File: src/rtl/debouncer_pkg.sv
// Shared definitions for the multi-channel debouncer.
//   db_state_t : 2-bit stability FSM encoding
//                (STABLE0=00, PEND1=01, STABLE1=11, PEND0=10)
//   width_of() : $clog2-based counter width, never below 1 bit
package debouncer_pkg;

  typedef enum logic [1:0] {
    STABLE0 = 2'b00,
    PEND1   = 2'b01,
    STABLE1 = 2'b11,
    PEND0   = 2'b10
  } db_state_t;

  // Bits needed to hold 0..n-1, with a floor of one bit so that n == 1
  // still yields a legal vector.
  function automatic int width_of(input int n);
    if (n <= 2) return 1;
    return $clog2(n);
  endfunction

endpackage

File: src/rtl/debouncer_multi_channel.sv
// One debouncer channel: 2-FF synchroniser, four-state stability FSM,
// per-channel tick counter and optional edge pulses.
// Optional feature macro: DEBOUNCE_EDGE_EN (rise/fall pulses; tied 0 otherwise).
// Ports:
//   clk   in   system clock, rising edge
//   rst   in   asynchronous active-high reset
//   tick  in   shared prescaler tick (one-cycle strobe)
//   raw   in   asynchronous switch level
//   level out  debounced level (registered)
//   rise  out  one-cycle pulse on debounced 0->1
//   fall  out  one-cycle pulse on debounced 1->0
//   pend  out  high while the FSM is in PEND0/PEND1 (registered)
module debounce_channel
  import debouncer_pkg::*;
#(
  parameter int   STABLE_TICKS = 100,
  parameter logic INIT_VAL     = 1'b0
) (
  input  logic clk,
  input  logic rst,
  input  logic tick,
  input  logic raw,
  output logic level,
  output logic rise,
  output logic fall,
  output logic pend
);

  localparam int             CNT_W    = width_of(STABLE_TICKS);
  localparam logic [CNT_W-1:0] CNT_LAST = CNT_W'(STABLE_TICKS - 1);

  logic             sync_p0;
  logic             sync_p1;
  db_state_t        state;
  logic [CNT_W-1:0] cnt;
  logic             window_done;

  // The last tick of the window: the FSM commits on this cycle unless the
  // synchronised input reverts at the same time (revert has priority).
  assign window_done = tick && (cnt == CNT_LAST);

  // ---- stage p0/p1: synchroniser, preset to INIT_VAL so release is quiet
  always_ff @(posedge clk or posedge rst) begin
    if (rst) begin
      sync_p0 <= INIT_VAL;
      sync_p1 <= INIT_VAL;
    end else begin
      sync_p0 <= raw;
      sync_p1 <= sync_p0;
    end
  end

  // ---- stability FSM on sync_p1
  always_ff @(posedge clk or posedge rst) begin
    if (rst) begin
      state <= INIT_VAL ? STABLE1 : STABLE0;
      cnt   <= '0;
      level <= INIT_VAL;
      pend  <= 1'b0;
    end else begin
      case (state)
        STABLE0: begin
          cnt <= '0;
          if (sync_p1) begin
            state <= PEND1;
            pend  <= 1'b1;
          end
        end
        PEND1: begin
          if (!sync_p1) begin
            state <= STABLE0;
            cnt   <= '0;
            pend  <= 1'b0;
          end else if (window_done) begin
            state <= STABLE1;
            level <= 1'b1;
            cnt   <= '0;
            pend  <= 1'b0;
          end else if (tick) begin
            cnt <= cnt + 1'b1;
          end
        end
        STABLE1: begin
          cnt <= '0;
          if (!sync_p1) begin
            state <= PEND0;
            pend  <= 1'b1;
          end
        end
        PEND0: begin
          if (sync_p1) begin
            state <= STABLE1;
            cnt   <= '0;
            pend  <= 1'b0;
          end else if (window_done) begin
            state <= STABLE0;
            level <= 1'b0;
            cnt   <= '0;
            pend  <= 1'b0;
          end else if (tick) begin
            cnt <= cnt + 1'b1;
          end
        end
        default: begin
          state <= STABLE0;
          cnt   <= '0;
          level <= 1'b0;
          pend  <= 1'b0;
        end
      endcase
    end
  end

`ifdef DEBOUNCE_EDGE_EN
  // ---- edge pulses, registered on the same edge that updates level
  always_ff @(posedge clk or posedge rst) begin
    if (rst) begin
      rise <= 1'b0;
      fall <= 1'b0;
    end else begin
      rise <= (state == PEND1) && sync_p1 && window_done;
      fall <= (state == PEND0) && !sync_p1 && window_done;
    end
  end
`else
  assign rise = 1'b0;
  assign fall = 1'b0;
`endif

endmodule

File: src/rtl/debouncer_multi.sv
// N-channel switch/button debouncer. A free-running shared prescaler
// produces a tick every TICK_DIV cycles; each channel requires its
// synchronised input to hold for STABLE_TICKS ticks before following it.
// Optional feature macro: DEBOUNCE_EDGE_EN (rise/fall pulses; tied 0 otherwise).
// Ports:
//   clk     in   system clock, rising edge
//   rst     in   asynchronous active-high reset
//   db_inp  in   [N_CH] raw asynchronous switch inputs
//   db_out  out  [N_CH] debounced levels (registered)
//   rise    out  [N_CH] one-cycle pulse on debounced 0->1
//   fall    out  [N_CH] one-cycle pulse on debounced 1->0
//   pend    out  [N_CH] high while a channel is pending (registered)
module debouncer_multi
  import debouncer_pkg::*;
#(
  parameter int              N_CH         = 4,
  parameter int              TICK_DIV     = 1000,
  parameter int              STABLE_TICKS = 100,
  parameter logic [N_CH-1:0] INIT_VAL     = '0
) (
  input  logic            clk,
  input  logic            rst,
  input  logic [N_CH-1:0] db_inp,
  output logic [N_CH-1:0] db_out,
  output logic [N_CH-1:0] rise,
  output logic [N_CH-1:0] fall,
  output logic [N_CH-1:0] pend
);

  logic tick;

  // ---- shared prescaler
  generate
    if (TICK_DIV == 1) begin : g_no_pre
      assign tick = 1'b1;
    end else begin : g_pre
      localparam int             PRE_W    = width_of(TICK_DIV);
      localparam logic [PRE_W-1:0] PRE_LAST = PRE_W'(TICK_DIV - 1);
      logic [PRE_W-1:0] pre_cnt;

      always_ff @(posedge clk or posedge rst) begin
        if (rst)                    pre_cnt <= '0;
        else if (pre_cnt == PRE_LAST) pre_cnt <= '0;
        else                        pre_cnt <= pre_cnt + 1'b1;
      end

      assign tick = (pre_cnt == PRE_LAST);
    end
  endgenerate

  // ---- independent channels
  generate
    for (genvar i = 0; i < N_CH; i++) begin : g_ch
      debounce_channel #(
        .STABLE_TICKS (STABLE_TICKS),
        .INIT_VAL     (INIT_VAL[i])
      ) u_ch (
        .clk   (clk),
        .rst   (rst),
        .tick  (tick),
        .raw   (db_inp[i]),
        .level (db_out[i]),
        .rise  (rise[i]),
        .fall  (fall[i]),
        .pend  (pend[i])
      );
    end
  endgenerate

endmodule

File: config.mk
export PLATFORM = sky130hd
export DESIGN_NAME = debouncer_multi
export DESIGN_NICKNAME = d
export VERILOG_FILES = /design/src/rtl/debouncer_pkg.sv /design/src/rtl/debouncer_multi_channel.sv /design/src/rtl/debouncer_multi.sv
export SDC_FILE = /design/constraint.sdc
export NUM_CORES = 1
export LEC_CHECK = 0
export CAP_MARGIN = 30
export CORE_AREA = 2 2 89 91
export DETAILED_ROUTE_END_ITERATION = 6
export DIE_AREA = 0 0 91 93
export GPL_TIMING_DRIVEN = 0
export PLACE_DENSITY = 0.6
export SETUP_SLACK_MARGIN = 0.02
export SLEW_MARGIN = 20
export SYNTH_ARGS = -nofsm -noshare
export SYNTH_HDL_FRONTEND = slang
export SYNTH_HIERARCHICAL = 1
export SYNTH_SLANG_ARGS = --single-unit
File: constraint.sdc
create_clock -name clk -period 2.78 [get_ports clk]
set_input_delay 0.278 -clock clk [delete_from_list [all_inputs] [get_ports clk]]
set_output_delay 0.278 -clock clk [all_outputs]
set_load 0.005 [all_outputs]
# Word level (Yosys, flattened, before mapping)
# Index checks and enable logic that the tools add are counted.
[totals]
wordCells = 200
register_bits = 62
output_inout_bits = 16
[op_classes]
n_reduce_logical = 28
eq_ne = 49
n_mux = 93
n_addsub = 5
[op_table]
columns = ["cell", "n"]
rows = [
  ["2-to-1 mux 7 bit", 16],
  ["one-hot mux 7 bit (3 select lines)", 4],
  ["2-to-1 mux 2 bit", 24],
  ["2-to-1 mux 1 bit", 36],
  ["!= test 2 x 1 -> 1 bit, second input constant", 16],
  ["one-hot mux 2 bit (4 select lines)", 4],
  ["adder 7 x 1 -> 7 bit, second input constant", 4],
  ["equality test 7 bit, second input constant", 4],
  ["AND reduction 5 bit", 4],
  ["equality test 2 bit, second input constant", 8],
  ["!= test 2 bit, second input constant", 8],
  ["one-hot mux 1 bit (4 select lines)", 4],
  ["AND reduction 4 bit", 4],
  ["!= test 3 x 1 -> 1 bit, second input constant", 4],
  ["!= test 3 bit, second input constant", 4],
  ["adder 10 x 1 -> 10 bit, second input constant", 1],
  ["equality test 10 bit, second input constant", 1],
  ["2-to-1 mux 10 bit", 1],
  ["equality test 2 x 1 -> 1 bit, second input constant", 4],
  ["logical NOT 2 bit", 4],
  ["one-hot mux 1 bit (2 select lines)", 4],
  ["AND reduction 2 bit", 4],
  ["nonzero test 2 bit", 4],
  ["OR reduction 2 bit", 4],
  ["logical AND 1 bit", 4],
]

# Depth between registers and ports, before layout
[depth]
depth_word = 5
depth_mapped = 11
mapped_depth_nobuf = 8

# By module
# Netlist, hierarchy kept.
[modules_own_cells]
columns = ["module", "seq_area_each_um2", "cells_per_inst", "n_inst", "area_each_um2"]
rows = [
  ["debounce_channel at g_ch[0].u_ch ...", 325.3, 69, 3, 744.5],
  ["debounce_channel at g_ch[1].u_ch", 325.3, 68, 1, 710.7],
  ["debouncer_multi", 250.2, 45, 1, 494.2],
]

# Worst setup path after synthesis
# Ideal clock, no wire load.
[synth_timing]
path_type = "reg-to-reg"
startpoint = "register g_pre.pre_cnt[0]"
endpoint = "register g_ch[0].u_ch.state[1]"
setup_ns = 0.125
path_stages_with_launch = 11
path_slack_ns = 0.374
t_required_ns = 2.655
arrival_ns = 2.281
path_cell_list = "dfrtp_1 > ha_1 > nand3_2 > nor4b_4 > and2_2 > buf_2 > buf_6 > nand4_4 > nor4_4 > o21ai_2 > mux2_4"
[synth_between]
elab_chain_cells = 4
word_cells_on_any_way = 5
cone_classes = "eq/ne: 3; reduce/logical: 2"
[synth_rtl]
columns = ["item", "line", "text"]
rows = [
  ["start, declared", "debouncer_multi.sv:39", "logic [PRE_W-1:0] pre_cnt;"],
  ["start signal, assigned", "debouncer_multi.sv:44", "else pre_cnt <= pre_cnt + 1'b1;"],
  ["equality test 10 bit (*)", "debouncer_multi.sv:47", "assign tick = (pre_cnt == PRE_LAST);"],
  ["named net tick", "debouncer_multi.sv:30", "logic tick;"],
  ["logical AND 1 bit (*)", "debouncer_multi_channel.sv:40", "assign window_done = tick && (cnt == CNT_LAST);"],
  ["!= test 3 x 1 -> 1 bit (no line) or != test 3 bit (tied branches)", "n/a", ""],
  ["AND reduction 4 bit (no line) (*)", "n/a", ""],
  ["end signal, assigned", "debouncer_multi_channel.sv:56", "state <= INIT_VAL ? STABLE1 : STABLE0;"],
  ["end, declared", "debouncer_multi_channel.sv:34", "db_state_t state;"],
]
# Mark *: on every way through the listed nets, which the timed path passes. The rest lies on a longest branch.
# A chain may end at the register's enable or synchronous reset.

# Worst setup path in the final report
[layout_timing]
startpoint = "register g_pre.pre_cnt[0]"
endpoint = "register g_ch[3].u_ch.state[1]"
[layout_between]
elab_chain_cells = 4
word_cells_on_any_way = 5
cone_classes = "eq/ne: 3; reduce/logical: 2"
[layout_rtl]
columns = ["item", "line"]
rows = [
  ["equality test 10 bit (*)", "debouncer_multi.sv:47"],
  ["named net tick", "debouncer_multi.sv:30"],
  ["logical AND 1 bit (*)", "debouncer_multi_channel.sv:40"],
  ["!= test 3 x 1 -> 1 bit (no line) or != test 3 bit (tied branches)", "n/a"],
  ["AND reduction 4 bit (no line) (*)", "n/a"],
  ["end signal, assigned", "debouncer_multi_channel.sv:56"],
  ["end, declared", "debouncer_multi_channel.sv:34"],
]
# Marks and branches as above.

==> run metrics <==
Hold Vio Cnt, Final 0; Via Count ~2100; clock tree buffer depth 2; hold depth 0; FF/Latch Area between 1500 and 2000 µm²; Fmax 393 MHz; Crit Path Max Fanout 14; setup TNS after final layout 0 ps; unrepaired setup endpoints after global routing no; status finished, final reports clean; Die Span Y 93 µm; final worst setup slack roughly 230 ps; pre-CTS setup slack about 34 ps; die span in x 91 µm; first-pass GRT wire length around 9600 µm; critical path launch point type register; count of different cell masters after synthesis 37; DPL Wire Length between 3000 and 4000 µm; largest net degree at the start of global routing 15; #FFs+latches synth between 60 and 70; area leader, netlist dfrtp_1; clock sinks 62; Async SR Flop Fraction 100%; cts bufs inserted 9; Post-Syn Area about 3400 µm²; dpl cell area roughly 3700 µm²; P per Cell Area between 700 and 800 nW/µm²; warnings from Yosys 6; I/O pin cnt 22; DR DRC count 0; Post-Route WL 5350 µm; Setup CP Type register to register; Finished Cell Area roughly 3900 µm²; Initial Util between 40% and 50%; Min-Delay Path Class register to register; Area growth syn-to-layout 14.2%; area of the multi-input gates about 1700 µm²; Final GP Congestion between 0.8 and 0.9; Worst-path clk slew 70 ps; overall die area 8460 µm²; per-cell routed wire length between 10 and 15 µm; ranking of synthesized cells by area dfrtp_1 (45%), ha_1 (9.1%), nor2_1 (5.8%); root buffer cell clkbuf_8; # setup viols final 0; fillers 697; Layout Nets 380; ys flop type dfrtp_1; crit share post-route approximately 92%; top-area cell type share of the netlist area 45.1%; Final Critical Period approximately 2500 ps; H-tree levels 3; Antenna Violating Nets Remaining 0; Core Area ~7500 µm²; Tot GR Track Use between 10 and 15%; syn_area_per_cell 10.7 µm²; ANT cells 0; CTS tree built; Detailed Routing Iterations Pass 1 4; EDFF count, synth 0; R2R cell count 10; vias per cell 4.71; initial antenna violation count 0; Slew Limit Fails 0; DR iter-0 viols 38; top post-synthesis cells by count dfrtp_1 (62), nor2_1 (53), ha_1 (25), inv_1 (21), mux2i_1 (16); Worst slew margin 64.2%; vias in the first global route approximately 2100; FP Rows 32; port buffer count 13; Final Skew a little under 10 ps; clk_lat worst skew approximately 340 ps; Leakage ~1.8 nW; VDD IR max 427 µV; GRT overflow 0; Seq/Total Area, Yosys 45.1%; Worst Tran Pin Value roughly 540 ps; most common cell in the netlist dfrtp_1; CP required around 3000 ps; Critical Path End Type register; Post-Synthesis Cells 320; share of cells above drive strength 1 around 18%; crit path DAT between 2000 and 3000 ps; Max Cap Viol 0
==> registers in the layout (all words and copies together), names as in the netlist <==
signal,flops
g_pre.pre_cnt,10
g_ch.u_ch/pend,4
g_ch.u_ch/level,4
g_ch.u_ch/state,8
g_ch.u_ch/sync_p0,4
g_ch.u_ch/sync_p1,4
g_ch.u_ch/cnt,28
==> critical path, stage by stage, from the launching register on <==
cell	delay (ps)
dfrtp_1	420
ha_2	250
nand3_2	120
nor4b_4	260
and2_2	200
buf_6	170
buf_6	150
nand4_4	100
nor4_4	300
o21ai_2	150
mux2_4	310
==> metrics by stage <==
step                      util, %  hold WS, ps  total power [mW]  instances
after CTS                    52.0          334              2.84        455
after floorplan                 -          118              1.80        324
after global routing         52.2          354              3.00        456
after detailed placement     49.3          335              2.02        439
final                        52.2          336              2.78        456
after global placement       49.3          332              1.99        439
==> per-layer routing <==
layer,part of all wire [%],vias up,track usage (%)
li1,-,1106,-
met1,48,1012,17.0
met2,47,19,23.1
met3,3.2,10,5.56
met4,1.8,0,5.30
met5,0,-,0
==> what timing repair did <==
| action | CTS | global route |
|---|---|---|
| gates resized for setup | 1 | 2 |
| pin swaps | 0 | 2 |
| buffers inserted | 0 | 1 |
| endpoints found under the setup margin | 1 | 6 |
| hold buffers | 0 | 0 |
| gates cloned | 0 | 0 |
==> cell families (layout without fill, tap and decap cells) <==
group                    count (synthesis)  in the layout  synth area share [%]
flip-flops                              62             62                  45.1
XOR/XNOR                                29             29                  7.39
adder cells (fa/ha/maj)                 25             25                  9.10
other                                    4              8                 0.437
AO/OA/AOI/OAI                           34             34                  6.84
AND/OR/NAND/NOR                        105            105                  18.4
multiplexers                            20             20                  6.40
buffers and inverters                   41             71                  6.33
==> final timing paths <==
path	startpoint	end	slack (ps)
min reg2reg	g_ch[2].u_ch/sync_p0$_DFF_PP0_	g_ch[2].u_ch/sync_p1$_DFF_PP0_	340
max in group asynchronous	rst	g_ch[0].u_ch/cnt[3]$_DFF_PP0_	1980
min in group asynchronous	rst	g_pre.pre_cnt[5]$_DFF_PP0_	380
max reg2reg	g_pre.pre_cnt[0]$_DFF_PP0_	g_ch[3].u_ch/state[1]$_DFFE_PP0P_	230
max	g_pre.pre_cnt[0]$_DFF_PP0_	g_ch[3].u_ch/state[1]$_DFFE_PP0P_	230
min	g_ch[2].u_ch/sync_p0$_DFF_PP0_	g_ch[2].u_ch/sync_p1$_DFF_PP0_	340
==> report_power, final <==
part           switching, mW  total [mW]  internal (mW)  leakage (nW)
Clock                  0.335       0.793          0.458         0.106
Sequential            0.0680        1.07           1.00         0.809
Combinational          0.472       0.923          0.452         0.912
Total                  0.875        2.78           1.91          1.83
==> cell type report <==
type,count,share of cell area (%)
Multi-Input combinational cell,221,42.9
Sequential cell,62,39.5
Clock buffer,12,3.95
Buffer,20,3.70
Timing Repair Buffer,14,3.50
Tap cell,102,3.25
Inverter,21,2.01
Clock inverter,4,1.15
==> layout by cell type, fill, tap and decap left out, drive strengths merged, types with 6 or more instances in the layout <==
cell type,instances
nand4,11
xor2,15
ha,25
a21oi,12
dfrtp,62
mux2i,16
a31oi,6
inv,21
xnor2,14
conb,8
clkbuf,12
clkdlybuf4s50,13
buf,21
nand2,15
nor2,53
No activity file was read; power rests on OpenSTA's default activity.
